File: src/rtl/mipi_lane_hs_tx_sequencer_if.sv
// Payload byte stream into the D-PHY lane sequencer (valid/ready, with end-of-burst marker).
`timescale 1ns/1ps
interface mipi_lane_hs_tx_sequencer_if;
    logic [7:0] s_data;
    logic       s_valid;
    logic       s_last;
    logic       s_ready;

    modport master (
        output s_data,
        output s_valid,
        output s_last,
        input  s_ready
    );

    modport slave (
        input  s_data,
        input  s_valid,
        input  s_last,
        output s_ready
    );
endinterface

File: src/rtl/mipi_lane_hs_tx_sequencer.sv
// Transmit sequencer for D-PHY data lane 0:
// LP11 -> LP01 -> LP00 -> HS-zero -> sync -> payload -> trail -> LP11.
// All outputs are registered, and a single 8-bit down-counter times every timed state.
// Optional EoT packet insertion before the trail: define MIPI_TX_EOTP_EN.
`timescale 1ns/1ps
module mipi_lane_hs_tx_sequencer #(
    parameter logic [7:0] T_LPX        = 8'd4,
    parameter logic [7:0] T_HS_PREPARE = 8'd3,
    parameter logic [7:0] T_HS_ZERO    = 8'd6,
    parameter logic [7:0] T_HS_TRAIL   = 8'd5,
    parameter logic [7:0] T_HS_EXIT    = 8'd4
) (
    input  logic                              sys_clk,
    input  logic                              sys_rst,
    mipi_lane_hs_tx_sequencer_if.slave        s_if,
    output logic [1:0]                        lp_lane_data0,
    output logic                              hs_oe,
    output logic [7:0]                        hs_data,
    output logic                              busy,
    output logic                              err_underrun
);

    typedef enum logic [3:0] {
        ST_IDLE,
        ST_RQST,
        ST_PREPARE,
        ST_ZERO,
        ST_SYNC,
        ST_DATA,
`ifdef MIPI_TX_EOTP_EN
        ST_EOTP,
`endif
        ST_TRAIL,
        ST_EXIT
    } state_t;

    localparam logic [7:0] SYNC_BYTE = 8'hB8;

`ifdef MIPI_TX_EOTP_EN
    // The burst tail begins with the 4-byte EoT packet; the counter indexes its bytes.
    localparam state_t     ST_TAIL   = ST_EOTP;
    localparam logic [7:0] TAIL_LOAD = 8'd3;

    function automatic logic [7:0] f_eotp_byte(input logic [7:0] cnt);
        logic [7:0] b;
        case (cnt)
            8'd3:       b = 8'h08;
            8'd2, 8'd1: b = 8'h0F;
            default:    b = 8'h01;
        endcase
        return b;
    endfunction
`else
    localparam state_t     ST_TAIL   = ST_TRAIL;
    localparam logic [7:0] TAIL_LOAD = T_HS_TRAIL - 8'd1;
`endif

    state_t     r_state;
    state_t     w_state_nxt;
    logic [7:0] r_cnt;
    logic [7:0] w_cnt_nxt;

    logic [1:0] r_lp;
    logic       r_hs_oe;
    logic [7:0] r_hs_data;
    logic       r_s_ready;
    logic       r_busy;
    logic       r_err;

    logic [1:0] w_lp_nxt;
    logic       w_hs_oe_nxt;
    logic [7:0] w_hs_data_nxt;
    logic       w_s_ready_nxt;
    logic       w_busy_nxt;
    logic       w_err_nxt;
    logic       w_accept;
    logic [7:0] w_trail_byte;

    assign w_accept     = s_if.s_valid & r_s_ready;
    // Trail is the inverse of the last bit put on the wire (bit 7, since the PHY sends LSB first).
    assign w_trail_byte = {8{~r_hs_data[7]}};

    // State and timing counter register.
    always_ff @(posedge sys_clk or posedge sys_rst) begin
        if (sys_rst) begin
            r_state <= ST_IDLE;
            r_cnt   <= '0;
        end else begin
            r_state <= w_state_nxt;
            r_cnt   <= w_cnt_nxt;
        end
    end

    // Next-state, counter reload and next output values.
    always_comb begin
        w_state_nxt   = r_state;
        w_cnt_nxt     = r_cnt;
        w_hs_data_nxt = r_hs_data;
        w_s_ready_nxt = 1'b0;
        w_err_nxt     = 1'b0;

        case (r_state)
            ST_IDLE: begin
                if (s_if.s_valid) begin
                    w_state_nxt   = ST_RQST;
                    w_cnt_nxt     = T_LPX - 8'd1;
                    w_hs_data_nxt = 8'h00;
                end
            end
            ST_RQST: begin
                if (r_cnt == '0) begin
                    w_state_nxt = ST_PREPARE;
                    w_cnt_nxt   = T_HS_PREPARE - 8'd1;
                end else begin
                    w_cnt_nxt = r_cnt - 8'd1;
                end
            end
            ST_PREPARE: begin
                if (r_cnt == '0) begin
                    w_state_nxt   = ST_ZERO;
                    w_cnt_nxt     = T_HS_ZERO - 8'd1;
                    w_hs_data_nxt = 8'h00;
                end else begin
                    w_cnt_nxt = r_cnt - 8'd1;
                end
            end
            ST_ZERO: begin
                if (r_cnt == '0) begin
                    w_state_nxt   = ST_SYNC;
                    w_cnt_nxt     = '0;
                    w_hs_data_nxt = SYNC_BYTE;
                    w_s_ready_nxt = 1'b1;
                end else begin
                    w_cnt_nxt = r_cnt - 8'd1;
                end
            end
            // SYNC and DATA share the payload handshake. With s_ready low in DATA the
            // final byte is on the wire; with s_ready high and no byte it is an underrun.
            ST_SYNC, ST_DATA: begin
                if (w_accept) begin
                    w_state_nxt   = ST_DATA;
                    w_hs_data_nxt = s_if.s_data;
                    w_s_ready_nxt = ~s_if.s_last;
                end else begin
                    w_state_nxt = ST_TAIL;
                    w_cnt_nxt   = TAIL_LOAD;
                    w_err_nxt   = r_s_ready;
`ifdef MIPI_TX_EOTP_EN
                    w_hs_data_nxt = f_eotp_byte(TAIL_LOAD);
`else
                    w_hs_data_nxt = w_trail_byte;
`endif
                end
            end
`ifdef MIPI_TX_EOTP_EN
            ST_EOTP: begin
                if (r_cnt == '0) begin
                    w_state_nxt   = ST_TRAIL;
                    w_cnt_nxt     = T_HS_TRAIL - 8'd1;
                    w_hs_data_nxt = w_trail_byte;
                end else begin
                    w_cnt_nxt     = r_cnt - 8'd1;
                    w_hs_data_nxt = f_eotp_byte(r_cnt - 8'd1);
                end
            end
`endif
            ST_TRAIL: begin
                if (r_cnt == '0) begin
                    w_state_nxt   = ST_EXIT;
                    w_cnt_nxt     = T_HS_EXIT - 8'd1;
                    w_hs_data_nxt = 8'h00;
                end else begin
                    w_cnt_nxt = r_cnt - 8'd1;
                end
            end
            ST_EXIT: begin
                if (r_cnt == '0) begin
                    w_state_nxt = ST_IDLE;
                    w_cnt_nxt   = '0;
                end else begin
                    w_cnt_nxt = r_cnt - 8'd1;
                end
            end
            default: begin
                w_state_nxt   = ST_IDLE;
                w_cnt_nxt     = '0;
                w_hs_data_nxt = 8'h00;
            end
        endcase

        case (w_state_nxt)
            ST_IDLE, ST_EXIT: w_lp_nxt = 2'b11;
            ST_RQST:          w_lp_nxt = 2'b01;
            default:          w_lp_nxt = 2'b00;
        endcase

        case (w_state_nxt)
            ST_IDLE, ST_RQST, ST_PREPARE, ST_EXIT: w_hs_oe_nxt = 1'b0;
            default:                               w_hs_oe_nxt = 1'b1;
        endcase

        w_busy_nxt = (w_state_nxt != ST_IDLE);
    end

    // Output registers, loaded from the values for the state being entered.
    always_ff @(posedge sys_clk or posedge sys_rst) begin
        if (sys_rst) begin
            r_lp      <= 2'b11;
            r_hs_oe   <= 1'b0;
            r_hs_data <= 8'h00;
            r_s_ready <= 1'b0;
            r_busy    <= 1'b0;
            r_err     <= 1'b0;
        end else begin
            r_lp      <= w_lp_nxt;
            r_hs_oe   <= w_hs_oe_nxt;
            r_hs_data <= w_hs_data_nxt;
            r_s_ready <= w_s_ready_nxt;
            r_busy    <= w_busy_nxt;
            r_err     <= w_err_nxt;
        end
    end

    assign lp_lane_data0 = r_lp;
    assign hs_oe         = r_hs_oe;
    assign hs_data       = r_hs_data;
    assign busy          = r_busy;
    assign err_underrun  = r_err;
    assign s_if.s_ready  = r_s_ready;

endmodule

File: src/flat_wrapper.sv
// flat-port wrapper written by rule: the top's interface ports become plain ports
module mipi_lane_hs_tx_sequencer_flat 
#(
    parameter logic [7:0] T_LPX        = 8'd4,
    parameter logic [7:0] T_HS_PREPARE = 8'd3,
    parameter logic [7:0] T_HS_ZERO    = 8'd6,
    parameter logic [7:0] T_HS_TRAIL   = 8'd5,
    parameter logic [7:0] T_HS_EXIT    = 8'd4
)
  (sys_clk, sys_rst, lp_lane_data0, hs_oe, hs_data, busy, err_underrun, s_if_s_data, s_if_s_valid, s_if_s_last, s_if_s_ready);
  mipi_lane_hs_tx_sequencer_if s_if_i ();
  input  logic sys_clk;
  input  logic sys_rst;
  output logic [1:0] lp_lane_data0;
  output logic hs_oe;
  output logic [7:0] hs_data;
  output logic busy;
  output logic err_underrun;
  input wire logic [$bits(s_if_i.s_data)-1:0] s_if_s_data;
  input wire logic [$bits(s_if_i.s_valid)-1:0] s_if_s_valid;
  input wire logic [$bits(s_if_i.s_last)-1:0] s_if_s_last;
  output wire logic [$bits(s_if_i.s_ready)-1:0] s_if_s_ready;
  assign s_if_i.s_data = s_if_s_data;
  assign s_if_i.s_valid = s_if_s_valid;
  assign s_if_i.s_last = s_if_s_last;
  assign s_if_s_ready = s_if_i.s_ready;
  mipi_lane_hs_tx_sequencer #(.T_LPX(T_LPX), .T_HS_PREPARE(T_HS_PREPARE), .T_HS_ZERO(T_HS_ZERO), .T_HS_TRAIL(T_HS_TRAIL), .T_HS_EXIT(T_HS_EXIT)) u_core (.sys_clk(sys_clk), .sys_rst(sys_rst), .s_if(s_if_i), .lp_lane_data0(lp_lane_data0), .hs_oe(hs_oe), .hs_data(hs_data), .busy(busy), .err_underrun(err_underrun));
endmodule
File: config.mk
export PLATFORM = sky130hd
export DESIGN_NAME = mipi_lane_hs_tx_sequencer_flat
export DESIGN_NICKNAME = d
export VERILOG_FILES = /design/src/rtl/mipi_lane_hs_tx_sequencer_if.sv /design/src/rtl/mipi_lane_hs_tx_sequencer.sv /design/src/flat_wrapper.sv
export SDC_FILE = /design/constraint.sdc
export NUM_CORES = 1
export LEC_CHECK = 0
export CORE_ASPECT_RATIO = 0.5
export CORE_UTILIZATION = 35
export CTS_CLUSTER_DIAMETER = 80
export DETAILED_ROUTE_END_ITERATION = 16
export HOLD_SLACK_MARGIN = 0.02
export SYNTH_ARGS = -nofsm -noshare
export SYNTH_HDL_FRONTEND = slang
export SYNTH_SLANG_ARGS = --single-unit
File: constraint.sdc
create_clock -name sys_clk -period 4 [get_ports sys_clk]
set_input_delay 0.4 -clock sys_clk [delete_from_list [all_inputs] [get_ports sys_clk]]
set_output_delay 0.4 -clock sys_clk [all_outputs]
set_load 0.01 [all_outputs]
## After elaboration in Yosys (flattened, before gate mapping)

Index checks and enable logic that the tools add are counted.

| storage, ports and cells | value |
|---|---|
| bits in registers | 26 |
| bits in latches | 0 |
| memory bits (writable) | 0 |
| ROM bits | 0 |
| input bits | 12 |
| output and inout bits | 14 |
| logic and storage cells | 66 |
| memories kept | 0 |

| operators by class | value |
|---|---|
| add/sub/neg operators | 1 |
| multipliers | 0 |
| divide/modulo/power cells | 0 |
| order comparisons | 0 |
| equality and inequality tests | 14 |
| shift operators | 0 |
| muxes and demuxes | 27 |
| bitwise gates (word level) | 4 |
| reductions and logical operators | 12 |

Operators by type and width:

| operator | count |
|---|---|
| $mux W8 | 10 |
| $pmux W8 S6 | 1 |
| $pmux W8 S5 | 1 |
| $pmux W4 S7 | 1 |
| $mux W4 | 6 |
| $eq A4 B3 Y1 const B | 5 |
| $eq A4 B2 Y1 const B | 3 |
| $reduce_or A2 Y1 | 5 |
| $eq A4 B1 Y1 const B | 2 |
| $logic_not A4 Y1 | 2 |
| $logic_not A8 Y1 | 1 |
| $sub A8 B1 Y8 const B | 1 |
| $mux W1 | 5 |
| $ne A2 B1 Y1 const B | 2 |
| $ne A2 B2 Y1 const B | 2 |
| $pmux W2 S2 | 1 |
| $reduce_and A4 Y1 | 1 |
| $reduce_bool A4 Y1 | 1 |
| $reduce_or A4 Y1 | 1 |
| $not A1 Y1 | 3 |
| $mux W2 | 1 |
| $pmux W1 S2 | 1 |
| $reduce_and A2 Y1 | 1 |
| $and A1 B1 Y1 | 1 |

## Depth between registers and ports, before layout

Gate-level depths: netlist of run 1.

| logic depth | value |
|---|---|
| depth after elaboration | 6 |
| mapped depth | 8 |
| mapped depth without buffers | 7 |

## Worst setup path before layout of run 1

No wires, ideal clock.

| path | value |
|---|---|
| path type | reg-to-reg |
| from | register u_core.r_cnt[0] |
| to | register u_core.r_hs_data[3], in the netlist u_core.hs_data[3] |
| setup time | 125 ps |
| data arrival time | 1809 ps |
| path slack | 2067 ps |
| cell stages (with the launch flop) | 8 |
| path through | dfrtp_1 inv_1 ha_1 nor3b_1 and2_1 buf_6 a311oi_4 mux2_2 |

| between the ends | value |
|---|---|
| cells in the longest elaborated chain, start to end | 3 |

Ends and longest elaborated chain:

| item | line | text |
|---|---|---|
| from (decl) | mipi_lane_hs_tx_sequencer.sv:60 | `logic [7:0] r_cnt;` |
| from (signal assigned) | mipi_lane_hs_tx_sequencer.sv:90 | `r_cnt <= w_cnt_nxt;` |
| $logic_not A8 Y1 (*) | mipi_lane_hs_tx_sequencer.sv:119, mipi_lane_hs_tx_sequencer.sv:128, mipi_lane_hs_tx_sequencer.sv:168 |  |
| $ne A2 B1 Y1 (no source line) | -- |  |
| $reduce_and A4 Y1 (no source line) (*) | -- |  |
| to (signal assigned) | mipi_lane_hs_tx_sequencer.sv:217 | `r_hs_data <= w_hs_data_nxt;` |
| to (decl) | mipi_lane_hs_tx_sequencer.sv:65 | `logic [7:0] r_hs_data;` |

Mark *: on every way between the ends. The rest lies on a longest branch, timed or not.
A chain may end at the register's enable or synchronous reset.

## Worst setup path in the final report of run 1

| path | value |
|---|---|
| from | register u_core.r_cnt[0] |
| to | register u_core.r_hs_data[2], in the netlist u_core.hs_data[2] |

The elaborated chain is that of the path after synthesis.

==> flow_summary.ini, run 1 <==
[timing]
min_period_ps = 2400
period_share = 0.600
clock.fmax_ghz = 0.416
rsz0062_at_grt = false
maxSlewHeadroom = 0.318
hold_viol_final = 0
setup_viol = 0
clock-skew-final_ps = 5.56
final_max_slew_viol_count = 0
tns_ps = 0
worst_pin_slew_ps = 1020

[route]
first_iter_violations = 52
wl_per_cell_um = 13.9
via_per_inst = 5.04
vias = 1069
drc = 0
routed_wl_um = 2940
drt_first_pass_iters = 4
drtAntennaViolNets = 0

[clock_network]
cts.sinks = 26
cts_resized = 0
clk_pin_slew_ps = 90
ctsHoldBuffers = 0
cts_tree = done
clkLatencyLatePin_ps = 270
htree_levels = 1
cts_root_buffer = clkbuf_8
cts_buffers = 3
cts_setup_buffers = 0
cts_buffer_depth = 2

[critical_path]
cp-start-kind = register
worst-endpoint-arrival_ps = 2560
cp-end-kind = register
path_class = register to register
cp.required_ps = 4160
cp_max_fo = 10

[global_route]
grt_pass1_vias = 1018
grtUsageTotal = 0.155
grt_pass1_wl_um = 4940
antenna_found_initial = 0
overflow = 0
grt_max_degree = 27

[pwr]
sequentialPowerShare = 0.383
p_sw_uw = 371
power.density_cell_area_nw_per_um2 = 581
clkPwrFrac = 0.215
netSwitchingFraction = 0.368
peakVddDrop_uv = 195
p_int_uw = 636
leakage_nw = 0.740
pwr-share-comb = 0.402

[status]
outcome = complete, no violations

[logic_synthesis]
async_flop_share = 1.00
synth_edf_count = 0
synth_seq_cells = 26
yosysSeqAreaShare = 0.472
synthCells = 138
synth_area_um2 = 1380
yosysWarnings = 0
synthesis.nets = 152
syn_avg_cell_area_um2 = 10.0
yosysUniqueCellTypes = 42
synth_flop_cell = dfrtp_1

[cells_and_area]
layout.cells.non_filler = 212
nets = 176
num_antenna_cells = 0
final_layout_size_suffix_gt1_frac = 0.0870
areaGrowthSynthToFinish_pct = 25.4
multi_input_area_um2 = 671
num-fill-cells = 367
regArea_um2 = 653

[min_path]
holdCritPathClass = register to register

[floorplanning]
core_um2 = 3600
top_level_ports = 26
dieArea_um2 = 4220
start_util = 0.384
die_h_um = 46.5
fp.dieW_um = 90.9
num_rows = 15

[placement]
dp_hpwl_um = 2090
dp.cells = 208
place_congestion = 0.764
io_buffers = 25

[job]
drv_cap = 0
==> critical path, stage by stage (launching register included) <==
cell      delay [ps]
dfrtp_1          430
inv_1            100
ha_1             140
nor3b_1          480
and2_1           490
a311oi_4         240
a221o_1          410
==> cell usage in the layout (no fill, tap or decap), types with 2 or more instances in the layout <==
master / count
clkdlybuf4s50_1: 25
dfrtp_1: 24
nand2_1: 16
nor2_1: 15
a21oi_1: 6
xnor2_1: 6
inv_1: 5
mux2_2: 4
o211ai_1: 4
a221o_1: 4
nor2b_1: 3
nand2b_1: 3
and2_1: 3
a31oi_1: 3
clkbuf_8: 3
or3_1: 2
a21boi_0: 2
nor3_1: 2
nand3b_1: 2
o21ai_0: 2
o31ai_1: 2
a311oi_1: 2
nor4b_1: 2
ha_1: 2
dfstp_2: 2
==> registers in the layout, indices dropped and copies added (netlist names) <==
| signal | flops |
|---|---|
| u_core.r_cnt | 8 |
| u_core.lp_lane_data0 | 2 |
| u_core.busy | 1 |
| u_core.err_underrun | 1 |
| u_core.hs_oe | 1 |
| u_core.s_if.s_ready | 1 |
| u_core.r_state | 4 |
| u_core.hs_data | 8 |
==> stage by stage <==
stage	util	instance area (um^2)	setup WS (ps)	hold slack (ps)	power, mW
after floorplan	-	1380	2070	439	0.699
after global routing	0.482	1740	1380	534	1.09
after CTS	0.482	1740	1630	519	1.02
after global placement	0.462	1660	1750	499	0.786
after detailed placement	0.462	1660	1650	496	0.795
final	0.482	1740	1600	513	1.01
==> per-layer routing <==
metal	GRT usage	wire length, um	vias to the layer above	part of all wire
met5	0	0	-	0
met4	0.0286	0	0	0
li1	-	-	531	-
met2	0.256	1270	20	0.43
met3	0.0396	103	0	0.035
met1	0.211	1570	518	0.53
==> worst paths after layout <==
check | start | to | slack [ps] | cells past startpoint
max | u_core.r_cnt[0] | u_core.hs_data[2] | 1600 | 6
min | u_core.hs_data[4] | u_core.hs_data[4] | 510 | 1
max reg2reg | u_core.r_cnt[0] | u_core.hs_data[2] | 1600 | 6
min reg2reg | u_core.hs_data[4] | u_core.hs_data[4] | 510 | 1
max in group asynchronous | sys_rst | u_core.err_underrun | 2700 | 2
min in group asynchronous | sys_rst | u_core.busy | 680 | 2
==> final cells by class <==
| type | count | area share |
|---|---|---|
| multi-input cells | 100 | 0.386 |
| flip-flops and latches | 26 | 0.376 |
| repair buffers | 26 | 0.149 |
| well taps | 51 | 0.0368 |
| clock buffers | 3 | 0.0238 |
| clock inverters | 1 | 0.0173 |
| inverters | 5 | 0.0108 |
==> power by group through the flow <==
stage / registers, mW / logic (mW) / clock network [mW]
after floorplan: 0.369 / 0.330 / 0
after global placement: 0.391 / 0.395 / 0
after detailed placement: 0.392 / 0.402 / 0
after CTS: 0.387 / 0.406 / 0.226
after global routing: 0.400 / 0.451 / 0.236
final: 0.386 / 0.405 / 0.217
==> cells in the mapped netlist (2+ instances only) <==
cell,count,area share
a21boi_0,2,0.011
a21oi_1,6,0.022
a221o_1,4,0.029
a311oi_1,2,0.013
a31oi_1,3,0.014
and2_1,3,0.014
buf_2,3,0.011
clkbuf_1,2,0.0054
dfrtp_1,24,0.43
dfstp_2,2,0.038
ha_1,2,0.018
inv_1,5,0.014
mux2_2,4,0.033
nand2_1,16,0.043
nand2b_1,3,0.014
nand3b_1,2,0.011
nor2_1,15,0.041
nor2b_1,3,0.014
nor3_1,2,0.0072
nor4b_1,2,0.013
o211ai_1,4,0.022
o21ai_0,2,0.0072
o31ai_1,2,0.011
or3_1,2,0.0090
xnor2_1,6,0.038
==> cells by family after synthesis <==
family	share of synthesized area
and+or+nand+nor	0.215
adders and majority gates	0.0181
AOI/OAI and AO/OA	0.172
xor gates and xnor gates	0.0443
muxes	0.0325
buffers and inverters	0.0434
other	0.00271
DFF	0.472
Note: power is estimated with default switching activity, not from simulation.
==> inputs of run 2 (changes only) <==
==> constraint.sdc (replaced) <==
create_clock -name sys_clk -period 2.4 [get_ports sys_clk]
set_input_delay 0.24 -clock sys_clk [delete_from_list [all_inputs] [get_ports sys_clk]]
set_output_delay 0.24 -clock sys_clk [all_outputs]
set_load 0.01 [all_outputs]
==> flow_summary.ini, run 2 (synthesis gave the netlist of run 1 again) <==
[cells_and_area]
num-fill-cells = 350
final_layout_size_suffix_gt1_frac = 0.114
num_antenna_cells = 0
final_cell_mix = clkdlybuf4s50_1 (25), dfrtp_1 (24), nand2_1 (16), nor2_1 (15)
utilization = 0.492
final_common_cell = clkdlybuf4s50_1
areaGrowthSynthToFinish_pct = 28.1
nets = 181
stdcell_area_um2 = 1770

[clock_network]
cts_resized = 0
cts_buffer_depth = 2
cts_buffers = 3
clkLatencyLatePin_ps = 270
htree_levels = 1
cts_setup_buffers = 0
cts_tree = done
ctsHoldBuffers = 0
cts_root_buffer = clkbuf_8
clk_pin_slew_ps = 100
cts.sinks = 26

[timing]
period_share = 0.861
clock.fmax_ghz = 0.484
setup_viol = 0
final_max_slew_viol_count = 0
maxSlewHeadroom = 0.617
worst_pin_slew_ps = 574
tns_ps = 0
clock-skew-final_ps = 9.70
min_period_ps = 2070
rsz0062_at_grt = false
hold_viol_final = 0

[critical_path]
cp-end-kind = register
cp.required_ps = 2570
worst-endpoint-arrival_ps = 2240
path_class = register to register
cp_max_fo = 8
cp-start-kind = register

[floorplanning]
dieArea_um2 = 4220
start_util = 0.384
core_um2 = 3600
die_h_um = 46.5
fp.dieW_um = 90.9
num_rows = 15
top_level_ports = 26

[global_route]
grt_max_degree = 16
overflow = 0
grt_pass1_wl_um = 5050
antenna_found_initial = 0
grt_pass1_vias = 1094
grtUsageTotal = 0.160

[job]
drv_cap = 0

[status]
outcome = complete, no violations

[route]
wl_per_cell_um = 13.6
routed_wl_um = 2950
via_per_inst = 5.02
drc = 0
drtAntennaViolNets = 0
first_iter_violations = 78
drt_first_pass_iters = 4
vias = 1090

[placement]
place_congestion = 0.876
dp_hpwl_um = 2240
placed_area_um2 = 1700
io_buffers = 25

[pwr]
leakage_nw = 0.764
power.density_cell_area_nw_per_um2 = 988
p_total_mw = 1.75
peakVddDrop_uv = 299

[min_path]
holdCritPathClass = primary input to asynchronous set/reset pin
==> run 2: cell count changes in the layout (fill, tap and decap cells not counted), sizes merged <==
cell,before,now
buf,1,6
==> run 2: final cells by class <==
class	instances	area (um^2)	area share
Timing Repair Buffer	31	295	0.167
Clock buffer	3	41.3	0.0233
Tap cell	51	63.8	0.0360
Multi-Input combinational cell	100	671	0.378
Sequential cell	26	653	0.368
Clock inverter	1	30.0	0.0169
Inverter	5	18.8	0.0106
==> run 2: worst paths after layout <==
kind | from | end | slack (ps) | cells past startpoint
setup / recovery | u_core.r_cnt[0] | u_core.hs_data[4] | 330 | 6
hold / removal | sys_rst | u_core.hs_data[1] | 330 | 2
setup reg to reg | u_core.r_cnt[0] | u_core.hs_data[4] | 330 | 6
hold reg to reg | u_core.hs_data[3] | u_core.hs_data[3] | 520 | 1
max in group asynchronous | sys_rst | u_core.r_cnt[2] | 1480 | 3
min in group sys_clk | u_core.hs_data[3] | u_core.hs_data[3] | 520 | 1
==> run 2: power by group <==
| part | total, mW | internal (mW) | switching, mW |
|---|---|---|---|
| clock | 0.363 | 0.223 | 0.140 |
| combinational | 0.746 | 0.360 | 0.386 |
| sequential | 0.642 | 0.529 | 0.113 |
==> run 2: critical path: stages, from the launching register on <==
cell	delay, ps
dfrtp_1	400
inv_1	80
ha_1	190
nor3b_1	140
and2_1	270
a311oi_4	510
mux2_2	390
==> run 2: metal layers <==
layer,up-vias,global-route usage,part of all wire
met5,-,0,0
met4,0,0.0667,0.012
met3,4,0.0429,0.036
met2,26,0.265,0.45
met1,516,0.204,0.50
li1,544,-,-
==> run 2: per-stage QoR <==
stage / std cells / hold WS [ps] / worst slack (ps)
finish: 217 / 329 / 334
global route: 217 / 390 / 200
CTS: 217 / 360 / 309
detailed placement: 213 / 500 / 316
global placement: 213 / 500 / 337
floorplan: 138 / 279 / 467
==> inputs of run 3 (changes only) <==
--- a/config.mk
+++ b/config.mk
@@ -10,6 +10,7 @@
 export CTS_CLUSTER_DIAMETER = 80
 export DETAILED_ROUTE_END_ITERATION = 16
 export HOLD_SLACK_MARGIN = 0.02
+export REMOVE_ABC_BUFFERS = 1
 export SYNTH_ARGS = -nofsm -noshare
 export SYNTH_HDL_FRONTEND = slang
 export SYNTH_SLANG_ARGS = --single-unit
==> flow_summary.ini, run 3 (synthesis gave the netlist of run 1 again) <==
[timing]
hold_viol_final = 0
worst_pin_slew_ps = 549
period_share = 0.886
setup_viol = 0
tns_ps = 0
final_max_slew_viol_count = 0
timing.final.ws_setup_ps = 273
rsz0062_at_grt = false
min_period_ps = 2130
clock-skew-final_ps = 4.00
clock.fmax_ghz = 0.470
maxSlewHeadroom = 0.633

[clock_network]
cts_tree = done
htree_levels = 1
cts_buffers = 3
cts_buffer_depth = 2
cts.sinks = 26
clk_pin_slew_ps = 90
cts_root_buffer = clkbuf_8
clkLatencyLatePin_ps = 270

[cells_and_area]
num-fill-cells = 368
areaGrowthSynthToFinish_pct = 25.0
regArea_um2 = 653
final_cell_mix = clkdlybuf4s50_1 (25), dfrtp_1 (24), nand2_1 (16), nor2_1 (15)
num_antenna_cells = 0
final_layout_size_suffix_gt1_frac = 0.0982
nets = 178
multi_input_area_um2 = 676
layout.cells.non_filler = 214
final_common_cell = clkdlybuf4s50_1

[pwr]
p_sw_uw = 622
peakVddDrop_uv = 342
pwr-share-comb = 0.431
leakage_nw = 0.741
power.density_cell_area_nw_per_um2 = 923
sequentialPowerShare = 0.409
netSwitchingFraction = 0.389
clkPwrFrac = 0.159
p_int_uw = 975

[critical_path]
worst-endpoint-arrival_ps = 2290
cp_max_fo = 8
cp.required_ps = 2560
path_class = register to register
cp-end-kind = register
cp-start-kind = register

[placement]
dp_hpwl_um = 2230
preCtsSetupSlack_ps = 172
dp.cells = 210
place_congestion = 0.789
io_buffers = 25

[floorplanning]
num_rows = 15
top_level_ports = 26
fp.dieW_um = 90.9
core_um2 = 3600
die_h_um = 46.5
start_util = 0.384
dieArea_um2 = 4220

[route]
wl_met1_um = 1500
route.met3.wl_um = 120
drt_first_pass_iters = 4
maxUsedRoutingLayer = met4
wl_met2_um = 1440
first_iter_violations = 99
via_per_inst = 5.23
vias = 1120
wl_per_cell_um = 14.4
drc = 0
drtAntennaViolNets = 0
routed_wl_um = 3080

[global_route]
grt_pass1_vias = 1033
antenna_found_initial = 0
grtUsageTotal = 0.170
grt_pass1_wl_um = 5280
overflow = 0
grt_max_degree = 16

[status]
outcome = complete, no violations

[min_path]
holdCritPathClass = primary input to asynchronous set/reset pin

[job]
drv_cap = 0
## run 3: worst paths after layout
path                                    from  depth (start not counted)  slack (ps)             endpoint
max in group asynchronous            sys_rst                          3        1490      u_core.r_cnt[2]
hold / removal                       sys_rst                          2         310  u_core.err_underrun
hold reg to reg            u_core.hs_data[5]                          1         520    u_core.hs_data[5]
setup reg to reg             u_core.r_cnt[0]                          6         270    u_core.hs_data[3]
setup / recovery             u_core.r_cnt[0]                          6         270    u_core.hs_data[3]
min in group sys_clk       u_core.hs_data[5]                          1         520    u_core.hs_data[5]
## run 3: what timing repair did
item	in CTS	in global routing
setup buffers	0	0
gates resized for setup	0	1
setup endpoints to repair	0	7
hold endpoints to repair	0	0
hold buffers	0	0
## run 3: metrics by stage
step | utilization | cell area [um^2] | total power [mW] | hold slack, ps
after floorplan | - | 1340 | 1.12 | 279
after global placement | 0.466 | 1680 | 1.33 | 501
after detailed placement | 0.466 | 1680 | 1.34 | 497
after CTS | 0.478 | 1720 | 1.60 | 330
after global routing | 0.480 | 1730 | 1.73 | 358
final | 0.480 | 1730 | 1.60 | 315
## run 3: worst max-delay path, stage by stage (launching register included)
cell      delay (ps)
dfrtp_1          420
inv_1             80
ha_1             200
nor3b_2          180
and2_1           260
a311oi_4         490
mux2_2           390
## run 3: cell type report
class | count | share of cell area
Clock buffer | 4 | 0.0260
Inverter | 5 | 0.0109
Multi-Input combinational cell | 100 | 0.391
Tap cell | 51 | 0.0369
Sequential cell | 26 | 0.378
Timing Repair Buffer | 28 | 0.158
## run 3: routing by layer
metal,GRT usage,vias up
li1,-,538
met1,0.233,555
met2,0.270,25
met3,0.0462,2
met4,0.0476,0
met5,0,-
## run 3: power by group through the flow
stage / registers, mW / logic [mW] / clock network, mW
finish: 0.653 / 0.689 / 0.254
global route: 0.671 / 0.773 / 0.288
CTS: 0.652 / 0.686 / 0.267
detailed placement: 0.658 / 0.681 / 0
global placement: 0.655 / 0.673 / 0
floorplan: 0.641 / 0.479 / 0
==> patch 1, RTL diff (flow settings as in run 3) <==
Build with the macro `MIPI_TX_EOTP_EN` defined.
--- a/src/rtl/mipi_lane_hs_tx_sequencer.sv
+++ b/src/rtl/mipi_lane_hs_tx_sequencer.sv
@@ -4,4 +4,6 @@
 // Optional EoT packet insertion before the trail: define MIPI_TX_EOTP_EN.
 `timescale 1ns/1ps
+`define MIPI_TX_EOTP_EN
+
 module mipi_lane_hs_tx_sequencer #(
     parameter logic [7:0] T_LPX        = 8'd4,
Formal check against the unedited RTL: same outputs for any inputs over 10 cycles, from zero or initial values and one cycle with sys_rst high; that may be too few to reach the edited logic, so the function may still have changed.
==> patch 1 against run 3 <==
Worst setup slack lost 0.087 ns; sequential share of layout area shrank 7.2 points; routed wire length rose by 39%; cell area is 23% higher; sequential cell count unchanged; largest cell class unchanged; area after synthesis increased by 24%; count of clock-buffer cells in the layout fell by 1.
Power is not compared: it rests on default switching activity, and its combinational part moved more than twofold at a synthesized area within 25%.
==> patch 1: results <==
{
  "avgViaCountPerCell": 5.59,
  "fin_nets": 233,
  "die-area_um2": 5210,
  "netlist_top_cells_area": "dfrtp_1 35%, nor2_1 3.7%, nand2_1 3.5%, dfstp_2 3.1%, a22o_2 2.9%",
  "wl_met3_um": 165,
  "multi_input_area_um2": 982,
  "inv_count": 7,
  "pre_cts_slack_ns": 0.162,
  "wl_met1_um": 2370,
  "outcome": "finished clean",
  "grt_util_all_layers_pct": 18.1,
  "placed_area_um2": 2060,
  "use_met1_pct": 27.3,
  "worst_pin_slew_ns": 0.704,
  "ys_seq_area_share_pct": 38.0,
  "grt_start_max_net_pins": 19,
  "slowest_delay_ns": 0.53,
  "r2r_setup_slack_ns": 0.19,
  "seq_share_pct": 30.6,
  "final_layout_size_suffix_gt1_share_pct": 17.6,
  "grt.met3_usage_pct": 3.63,
  "holdWs_ns": 0.252,
  "gp_congestion": 0.839,
  "post-dp-hpwl_um": 3290,
  "finClkSkew_ns": 0.00498,
  "synth_cell_types": 65,
  "synthTopCellsByCount": "24 x dfrtp_1, 17 x nor2_1, 16 x nand2_1, 10 x nor3_1, 9 x o21ai_0",
  "nNonClkBuffers": 34,
  "nFillCells": 437,
  "fin_crit_sh_pct": 92.3,
  "reg2regPathDepth": 7,
  "crit_family": "simple AND/OR/NAND/NOR gates",
  "buffer_area_share_pct": 14.9
}
## patch 1: changes by cell type after synthesis, moves of 5 or more
| cell | change |
|---|---|
| a22o_2 | +5 |
| nor3_1 | +8 |
| o21ai_0 | +7 |
| xnor2_1 | -5 |
## patch 1: report_power, final
| part | leakage (nW) | internal, mW | switching [mW] |
|---|---|---|---|
| logic | 0.536 | 0.0187 | 0.0136 |
| clock network | 0.0357 | 0.224 | 0.153 |
| registers | 0.330 | 0.438 | 0 |
| total | 0.902 | 0.680 | 0.166 |
## patch 1: worst register-to-register path: stages, from the launching register on
cell,delay (ns)
dfrtp_1,0.46
inv_2,0.13
ha_1,0.22
or3b_2,0.53
o211ai_2,0.19
nand2_2,0.13
a222oi_1,0.36
nand2_1,0.08
## patch 1: cell families after synthesis
family,count (synthesis),share of synthesized area (%)
DFF,26,38.0
muxes,1,0.583
and+or+nand+nor,81,26.8
AOI/OAI and AO/OA,58,26.1
adders and majority gates,4,2.92
buffers and inverters,15,5.10
xor gates and xnor gates,1,0.510
==> patch 2, RTL diff (flow settings as in run 3) <==
Without the edit above. Encoding of `state_t`: now one-hot (8 bits for 8 states).
--- a/src/rtl/mipi_lane_hs_tx_sequencer.sv
+++ b/src/rtl/mipi_lane_hs_tx_sequencer.sv
@@ -21,16 +21,16 @@
 );
 
-    typedef enum logic [3:0] {
-        ST_IDLE,
-        ST_RQST,
-        ST_PREPARE,
-        ST_ZERO,
-        ST_SYNC,
-        ST_DATA,
+    typedef enum logic [7:0] {
+        ST_IDLE    = 8'b00000001,
+        ST_RQST    = 8'b00000010,
+        ST_PREPARE = 8'b00000100,
+        ST_ZERO    = 8'b00001000,
+        ST_SYNC    = 8'b00010000,
+        ST_DATA    = 8'b00100000,
 `ifdef MIPI_TX_EOTP_EN
         ST_EOTP,
 `endif
-        ST_TRAIL,
-        ST_EXIT
+        ST_TRAIL   = 8'b01000000,
+        ST_EXIT    = 8'b10000000
     } state_t;
 
Formal check against the unedited RTL: no difference found for any inputs over 10 cycles, from zero or initial values and one cycle with sys_rst high; not proved beyond that.
==> patch 2 against run 3 <==
Total power increased by 35%; largest cell class unchanged; routed wire length rose by 31%; cell area increased by 25%; area after synthesis increased by 21%; sequential power grew 4.1%; maximum frequency fell by 6.9%; worst setup slack got worse by 0.16 ns; highest routed layer unchanged; sequential cell count up 4; global-route usage increased by 0.61 points; synthesized cell count up 27%; critical endpoint unchanged; cell count increased by 29%; first-iteration DRC count decreased by 15%; largest power group unchanged.
==> patch 2: results <==
{
  "critical_path_peak_fanout": 5,
  "dr.first_iter.drc_count": 84,
  "slowest_delay_ns": 0.54,
  "pre_cts_slack_ns": 0.134,
  "hold_violations": 0,
  "htree_levels": 2,
  "grt_pass1_vias": 1408,
  "cts_buffers": 5,
  "synthMuxAreaShare_pct": 2.68,
  "clock_latency_ns": 0.28,
  "r2r_setup_slack_ns": 0.11,
  "finClkSkew_ns": 0.00887,
  "netlist_top_cells_area": "dfrtp_1 40%, dfstp_2 4.7%, nor2_1 4.5%, o2bb2ai_1 3.7%, o21ai_0 3.3%",
  "synth_compound_area_share_pct": 19.4,
  "setup_viol_count_final": 0,
  "grt_pass1_wl_um": 6860,
  "final_layout_size_suffix_gt1_share_pct": 14.8,
  "ys_warn_count": 0,
  "n_antenna_cell": 0,
  "num_rows": 17,
  "crit_family": "simple AND/OR/NAND/NOR gates",
  "portBuffers": 25,
  "fin_crit_ns": 2.29,
  "outcome": "finished clean",
  "nFillCells": 449,
  "synth_cell_types": 47,
  "synth-xor-area-share_pct": 2.61,
  "gp_congestion": 0.885,
  "clk_pin_slew_worst_paths_ns": 0.07,
  "wl_per_cell_um": 14.6,
  "maxSlewHeadroom_pct": 44.1,
  "grt_util_all_layers_pct": 17.6,
  "total_power_mw": 2.16,
  "peakVddDrop_v": 0.000315,
  "cts_setup_buffers": 0,
  "post-dp-hpwl_um": 2900,
  "async_reset_ff_share_pct": 100,
  "critPathArrivalTime_ns": 2.45,
  "hold_path_class": "in2async",
  "fin_nets": 223,
  "leakage_nw": 0.969,
  "yosys.area_share.adder_pct": 1.49,
  "synthTopCellsByCount": "27 x dfrtp_1, 20 x nor2_1, 13 x nand2_1, 11 x o21ai_0, 9 x nor3_1",
  "grt_start_max_net_pins": 31,
  "avgViaCountPerCell": 5.26,
  "ys_seq_area_share_pct": 44.9,
  "critPathSlowestCell": "or3b_2"
}
-- patch 2: cell count changes in the layout (fill, tap and decap cells not counted), moves of 5 or more --
cell	before	now
buf_4	3	11
nor2_1	15	20
nor3_1	2	9
o21ai_0	2	11
xnor2_1	6	1
o2bb2ai_1	0	7
-- patch 2: final timing paths --
| kind | from | to | cells after the start |
|---|---|---|---|
| max in group asynchronous | sys_rst | u_core.lp_lane_data0[1]$_DFF_PP1_ | 3 |
| min | sys_rst | u_core.hs_data[6]$_DFFE_PP0P_ | 3 |
| min in group sys_clk | u_core.hs_data[0]$_DFFE_PP0P_ | u_core.hs_data[0]$_DFFE_PP0P_ | 1 |
| max | u_core.r_cnt[1]$_DFFE_PP0P_ | u_core.hs_data[3]$_DFFE_PP0P_ | 7 |
| min reg2reg | u_core.hs_data[0]$_DFFE_PP0P_ | u_core.hs_data[0]$_DFFE_PP0P_ | 1 |
| max reg2reg | u_core.r_cnt[1]$_DFFE_PP0P_ | u_core.hs_data[3]$_DFFE_PP0P_ | 7 |
-- patch 2: area by class of cell --
class                      instances  area [um2]  area share (%)
timing repair buffer              36         333            15.5
tap                               66        82.6            3.83
inverter                           5        18.8           0.872
clock inverter                     3        40.0            1.86
sequential                        30         754            35.0
multi-input combinational        131         856            39.7
clock buffer                       5        68.8            3.20
-- patch 2: report_power, final --
group          total [mW]  internal, mW  leakage, nW  switching [mW]
Clock               0.500         0.305       0.0579           0.195
Sequential          0.680         0.607        0.400          0.0727
Combinational       0.978         0.431        0.511           0.546
-- patch 2: routing by layer --
metal / part of all wire, % / vias to the layer above / GRT usage (%)
met1: 49 / 714 / 24.1
li1: - / 703 / -
met2: 46 / 33 / 28.2
met5: 0 / - / 0
met4: 0.45 / 0 / 3.92
met3: 4.5 / 2 / 4.51
-- patch 2: worst register-to-register path, delay by kind of cell, from the launching register on --
kind,cells,cell delay [ns]
AND/OR/NAND/NOR,3,1.08
flip-flops,1,0.42
multiplexers,1,0.33
adder cells (fa/ha/maj),1,0.15
buffers and inverters,1,0.13
AO/OA/AOI/OAI,1,0.07
-- patch 2: stage by stage --
| stage | cell area [um2] | instances | util (%) | hold WS, ns |
|---|---|---|---|---|
| 2_1_floorplan | 1630 | 166 | - | 0.329 |
| 3_3_place_gp | 2040 | 268 | 45.3 | 0.477 |
| 3_5_place_dp | 2040 | 268 | 45.3 | 0.473 |
| 4_1_cts | 2150 | 276 | 47.8 | 0.342 |
| 5_1_grt | 2150 | 276 | 47.8 | 0.365 |
| 6_report | 2150 | 276 | 47.8 | 0.322 |
-- patch 2: cell families after synthesis --
family / Yosys count
and+or+nand+nor: 76
xor gates and xnor gates: 5
AOI/OAI and AO/OA: 45
muxes: 3
adders and majority gates: 2
buffers and inverters: 14
DFF: 30
